## config.mk

```make
export PLATFORM = sky130hd
export DESIGN_NAME = enum_seq_monitor
export DESIGN_NICKNAME = d
export VERILOG_FILES = /design/src/rtl/enum_seq_monitor_pkg.sv /design/src/rtl/enum_seq_sat_cnt.sv /design/src/rtl/enum_seq_monitor.sv
export SDC_FILE = /design/constraint.sdc
export NUM_CORES = 1
export LEC_CHECK = 0
export ABC_CLOCK_PERIOD_IN_PS = 3110
export BUFFER_PORTS_ARGS = -buffer_cell sky130_fd_sc_hd__buf_2
export CORE_MARGIN = 2
export CORE_UTILIZATION = 32
export CTS_BUF_LIST = sky130_fd_sc_hd__clkbuf_8
export CTS_CLUSTER_SIZE = 40
export DETAILED_ROUTE_END_ITERATION = 10
export PLACE_DENSITY = 0.61
export SLEW_MARGIN = 5
export SYNTH_ARGS = -nofsm -noshare
export SYNTH_HDL_FRONTEND = slang
export SYNTH_SLANG_ARGS = --single-unit
```

## constraint.sdc

```tcl
create_clock -name clk -period 3.11 [get_ports clk]
set_input_delay 0.7775 -clock clk [delete_from_list [all_inputs] [get_ports clk]]
set_output_delay 0.7775 -clock clk [all_outputs]
set_load 0.1 [all_outputs]
```

## src/rtl/enum_seq_monitor_pkg.sv

```systemverilog
// enum_seq_pkg: token and monitor state types shared by the sequence monitor.
package enum_seq_pkg;
    typedef enum logic [1:0] {ts0, ts1, ts2, ts3} states_t;
    typedef enum logic [1:0] {MON_IDLE = 2'd0, MON_RUN = 2'd1, MON_ERR = 2'd2} mon_state_t;
    function automatic states_t next_state(states_t s);
        return (s == ts0) ? ts1 : (s == ts1) ? ts2 : ts0;
    endfunction
endpackage

```

## src/rtl/enum_seq_sat_cnt.sv

```systemverilog
// enum_seq_sat_cnt: saturating up-counter with synchronous clear.
module enum_seq_sat_cnt #(
    parameter int CNT_W = 8
) (
    input  logic             clk,
    input  logic             rst_n,
    input  logic             inc,
    input  logic             clr,
    output logic [CNT_W-1:0] cnt
);
    always_ff @(posedge clk or negedge rst_n)
        if (!rst_n) cnt <= '0;
        else if (clr) cnt <= '0;
        else if (inc && cnt != '1) cnt <= cnt + 1'b1;
endmodule

```

## src/rtl/enum_seq_monitor.sv

```systemverilog
// enum_seq_monitor: checks the ts0->ts1->ts2 token cycle and counts legal tokens.
// Define ENUM_SEQ_MONITOR_ASSERT_EN to compile in internal consistency assertions.
module enum_seq_monitor
    import enum_seq_pkg::*;
#(
    parameter int CNT_W = 8
) (
    input  logic             clk,
    input  logic             rst_n,
    input  logic             in_valid,
    output logic             in_ready,
    input  states_t          in_state,
    input  logic             clear,
    output mon_state_t       mon_state,
    output logic             err,
    output states_t          err_state,
    output logic [CNT_W-1:0] cnt_ts0,
    output logic [CNT_W-1:0] cnt_ts1,
    output logic [CNT_W-1:0] cnt_ts2,
    output logic [CNT_W-1:0] err_cnt
);
    mon_state_t state_d;
    states_t    prev;
    logic       acc, sync, legal, illegal, hit;
    assign in_ready = rst_n && !clear && mon_state != MON_ERR;
    assign acc      = in_valid && in_ready;
    assign sync     = acc && mon_state == MON_IDLE && in_state == ts0;
    assign legal    = acc && mon_state == MON_RUN && in_state == next_state(prev);
    assign illegal  = acc && mon_state == MON_RUN && !legal;
    assign hit      = sync || legal;
    always_comb begin
        state_d = mon_state;
        state_d = clear ? MON_IDLE : sync ? MON_RUN : illegal ? MON_ERR : mon_state;
    end
    always_ff @(posedge clk or negedge rst_n)
        if (!rst_n) begin
            mon_state <= MON_IDLE;
            prev      <= ts0;
            err       <= 1'b0;
            err_state <= ts0;
        end else begin
            mon_state <= state_d;
            if (hit) prev <= in_state;
            if (clear) begin
                err       <= 1'b0;
                err_state <= ts0;
            end else if (illegal) begin
                err       <= 1'b1;
                err_state <= in_state;
            end
        end
    enum_seq_sat_cnt #(.CNT_W(CNT_W)) u_cnt0 (.clk(clk), .rst_n(rst_n), .inc(hit && in_state == ts0), .clr(clear), .cnt(cnt_ts0));
    enum_seq_sat_cnt #(.CNT_W(CNT_W)) u_cnt1 (.clk(clk), .rst_n(rst_n), .inc(hit && in_state == ts1), .clr(clear), .cnt(cnt_ts1));
    enum_seq_sat_cnt #(.CNT_W(CNT_W)) u_cnt2 (.clk(clk), .rst_n(rst_n), .inc(hit && in_state == ts2), .clr(clear), .cnt(cnt_ts2));
    enum_seq_sat_cnt #(.CNT_W(CNT_W)) u_cnte (.clk(clk), .rst_n(rst_n), .inc(illegal), .clr(clear), .cnt(err_cnt));
`ifdef ENUM_SEQ_MONITOR_ASSERT_EN
    // Previous-cycle snapshot for the monotonic counter check; void after a clear.
    logic [4*CNT_W-1:0] last_cnt;
    logic               last_ok;
    always_ff @(posedge clk or negedge rst_n)
        if (!rst_n) begin
            last_cnt <= '0;
            last_ok  <= 1'b0;
        end else begin
            last_cnt <= {cnt_ts0, cnt_ts1, cnt_ts2, err_cnt};
            last_ok  <= !clear;
        end
    always_ff @(posedge clk)
        if (rst_n) begin
            assert (mon_state != 2'd3);
            assert (err == (mon_state == MON_ERR));
            assert (!(mon_state == MON_ERR && in_ready));
            assert (prev != ts3);
            if (last_ok) begin
                assert (cnt_ts0 >= last_cnt[4*CNT_W-1:3*CNT_W]);
                assert (cnt_ts1 >= last_cnt[3*CNT_W-1:2*CNT_W]);
                assert (cnt_ts2 >= last_cnt[2*CNT_W-1:CNT_W]);
                assert (err_cnt >= last_cnt[CNT_W-1:0]);
            end
        end
`endif
endmodule

```

# Word-level counts from Yosys, hierarchy flattened
# Cells that the tools add are included.
# word_totals
ramBits	0
mem_count	0
out_inout_bits	38
latchBits	0
ff_bits	39
romBits	0
inputBits	6
wordCells	66
# classes
bitwise_logic	0
mux	17
mul	0
add_sub_neg	4
order_cmp	0
n_shift	0
n_reduce_logical	27
div	0
n_eq_ne	10
# op_table
operator	count
$mux 8	8
$add 8x1->8 const B	4
$ne 8x8->1 const B	4
$logic_and 1x1->1	15
$mux 2	7
$reduce_bool 2->1	5
$eq 2x1->1 const B	3
$logic_not 2->1	3
$reduce_bool 3->1	1
$eq 2x2->1	1
$eq 2x2->1 const B	1
$logic_not 1->1	2
$mux 1	2
$ne 2x2->1 const B	1
$logic_or 1x1->1	1

# Longest topological paths before layout
# depth
word_depth	11
mapped_depth	7
mapped_depth_nobuf	6

# Hierarchy
# From an unflattened synthesis, not the netlist that was laid out.
# unflattened
hier_cells	244
area_unflattened_um2	2303.5
# modules_own_cells
module	area_each_um2	seq_area_each_um2	n_inst	cells_each
enum_seq_sat_cnt	464.2	200.2	4	49
enum_seq_monitor	446.7	175.2	1	48

# Worst setup path after synthesis
# OpenSTA, ideal clock, no wires.
# synth_timing
path_type	flip-flop to output port
start	register mon_state[0]
end	output in_ready
path_buffers	1
setup_slack_ns	-0.498
path_stages_with_launch	4
arrival_time_ns	2.831
required_time_ns	2.332
path_cell_list	dfrtp_1 clkbuf_1 inv_1 a21oi_1
# synth_between
elab_chain_len	2
# synth_rtl
element	line_no	text
start, declared	enum_seq_monitor.sv:14	output mon_state_t mon_state,
start signal, assigned	enum_seq_monitor.sv:42	mon_state <= state_d;
$ne 2x2->1	enum_seq_monitor.sv:25	assign in_ready = rst_n && !clear && mon_state != MON_ERR;
$logic_and 1x1->1	enum_seq_monitor.sv:25	
end, declared	enum_seq_monitor.sv:11	output logic in_ready,
# Every way passes these cells.

# Worst setup path in the final report
# layout_timing
start	input rst_n
end	output in_ready
# layout_between
elab_chain_len	2
# layout_rtl
element	line_no	text
start, declared	enum_seq_monitor.sv:9	input logic rst_n,
$logic_and 1x1->1 (2 in series)	enum_seq_monitor.sv:25	
# Every way passes these cells.

==> impl_metrics.ini <==
[floorplan]
core_area_um2 = 6310
die_h_um = 84.4
fp.dieW_um = 84.4
die_area_um2 = 7130
rows = 29
start_util_pct = 32.8
io-pin-count = 44

[synthesis]
synth_edf_count = 0
avgSynthCellArea_um2 = 9.63
synth_area_leaders = dfrtp_1 47%, xnor2_1 6.3%, nor2_1 5.1%
syn_area_um2 = 2070
yosys-top-cells-count = 39 x dfrtp_1, 28 x nor2_1, 19 x nand2_1, 15 x nand3_1, 15 x xnor2_1
synth-seq-cells = 39
yosysWarningCount = 0
yosysTopAreaCell = dfrtp_1
post-synth-top-area-fraction_pct = 47.2
synth.most_common_cell = dfrtp_1
synth-main-ff-cell = dfrtp_1
yosysSeqAreaShare_pct = 47.2
syn_inst = 215
ys_types = 49
async_flop_share_pct = 100
syn-num-nets = 225

[timing]
post-route-period-util_pct = 78.5
finClkSkew_ns = 0.00822
worst_slew_pin_slew_ns = 0.488
maxSlewViolCount = 0
rsz0062_at_grt = no
relSlewSlack_pct = 67.3
fmax_mhz = 410
hold_viol = 0
post-route-min-period_ns = 2.44
setup_viol = 0
fin_tns_setup_ns = 0

[clocking]
post_cts_buffers = 0
root_buffer = clkbuf_8
cts_hold_buf = 0
insertion_delay_ns = 0.29
htreeDepth = 2
cts_resized = 0
ctsLongestPathBuffers = 2
clk_pin_slew_worst_paths_ns = 0.08
clock_sinks = 39
cts_tree = built
cts_made_buffers = 5

[setup_path]
end_kind = output port
worstSetupPathType = in2out
arrival_ns = 1.66
path_max_fanout = 12
cp-start-kind = input pin
rr_worst_depth = 5
critPathRequiredTime_ns = 2.33

[detailed_routing]
wl_per_cell_um = 14.5
ant_nets = 0
via_per_inst = 5.29
drt-pass1-iter-count = 4
vias = 1815
drc = 0
first_iter_violations = 138
wl_um = 4970

[power_and_ir_drop]
power_frac_comb_pct = 7.3
peakVddDrop_uv = 228
intPower_w = 0.000790
p_seq_share_pct = 50.2
powerDensity_nw_per_um2 = 406
clkPwrFrac_pct = 42.5
leakagePower_nw = 1.17
p_sw_w = 0.000237
switching_share_pct = 23.0

[global_route]
grt_first_pass_wirelength_um = 8140
grt_max_degree = 23
grt_usage_pct = 14.0
gr-total-overflow = 0
antenna_found_initial = 0
grt_pass1_vias = 1707

[cells_and_area]
area_delta_synth_final_pct = 22.3
layout.cells.non_filler = 343
n_antenna_cell = 0
nNetsFinal = 275
finish.utilization_pct = 40.1
drive_gt1_share_pct = 24.1

[run_status]
status = finished clean

[placed_design]
place_congestion = 0.830
hpwl_um = 3720
dp_cells = 335
port_buffers = 43

[flow_run]
drv_cap = 0

[min_path]
min_path_type = in2async
[cell type report]
type | count | area [um^2]
fill | 648 | 3780
multi-input combinational | 168 | 1060
sequential | 39 | 976
timing repair buffer | 49 | 275
tap | 77 | 96.3
clock buffer | 6 | 82.6
clock inverter | 2 | 35.0
inverter | 2 | 7.51
[flip-flops by register name (all words and copies together), names as in the netlist]
name / count
u_cnt0.cnt: 8
u_cnt1.cnt: 8
u_cnt2.cnt: 8
u_cnte.cnt: 8
err_state: 2
mon_state: 2
prev: 2
err: 1
[routing by layer]
layer  track usage (%)  up-vias  part of all wire [%]
met4              3.46        0                  0.52
met2              23.0       38                    47
li1                  -      885                     -
met3              3.93        4                   4.3
met1              18.4      888                    48
met5                 0        -                     0
[worst paths after layout]
| kind | from | to | slack [ns] |
|---|---|---|---|
| max reg2reg | mon_state[1] | u_cnt0.cnt[7] | 1.11 |
| max in group asynchronous | rst_n | u_cnt2.cnt[4] | 2.35 |
| min reg2reg | err | err | 0.48 |
| max | rst_n | in_ready | 0.67 |
| min | rst_n | u_cnt0.cnt[2] | 0.31 |
| min in group clk | err | err | 0.48 |
[through the flow]
| step | total power [W] | worst slack [ns] | cell area, um^2 | hold WS, ns |
|---|---|---|---|---|
| floorplan | 0.000568 | 0.120 | 2070 | 0.482 |
| CTS | 0.00104 | 0.643 | 2530 | 0.311 |
| finish | 0.00103 | 0.670 | 2530 | 0.315 |
| detailed placement | 0.000601 | 0.640 | 2410 | 0.464 |
| global route | 0.00107 | 0.598 | 2530 | 0.309 |
| global placement | 0.000600 | 0.648 | 2410 | 0.457 |
[cell usage in the layout, fill, tap and decap left out, drive strengths merged, types with 2 or more instances in the layout]
cell     n
a31oi    2
o31ai    5
dfrtp   39
xor2     2
nor3     8
and2     2
nor4b    2
mux2i    4
and4     2
ha       4
xnor2   15
and3     4
a21oi   12
o211ai   5
nor4     3
clkinv   2
buf     49
nand4    5
nand3   15
a211oi   2
nor2    28
or4      2
clkbuf   6
o21ai    7
a31o     2
o41ai    2
nand2   19
[kinds of logic after synthesis]
family,share of synthesized area [%]
AND/OR/NAND/NOR,25.5
AO/OA/AOI/OAI,14.0
flip-flops,47.2
XOR/XNOR,7.20
buffers and inverters,1.87
multiplexers,1.93
adder cells (fa/ha/maj),2.42
[critical path, cell delays in order]
cell	delay, ns
buf_2	0.20
buf_4	0.24
nand2_1	0.09
a21oi_2	0.16
buf_12	0.19
[power groups by stage]
stage	Sequential [W]	Combinational [W]	Clock, W
after floorplan	0.000533	0.0000351	0
after global placement	0.000525	0.0000751	0
after detailed placement	0.000525	0.0000759	0
after CTS	0.000515	0.0000760	0.000448
after global routing	0.000516	0.0000818	0.000471
final	0.000516	0.0000752	0.000436
Power figures use the tool's default switching activity.
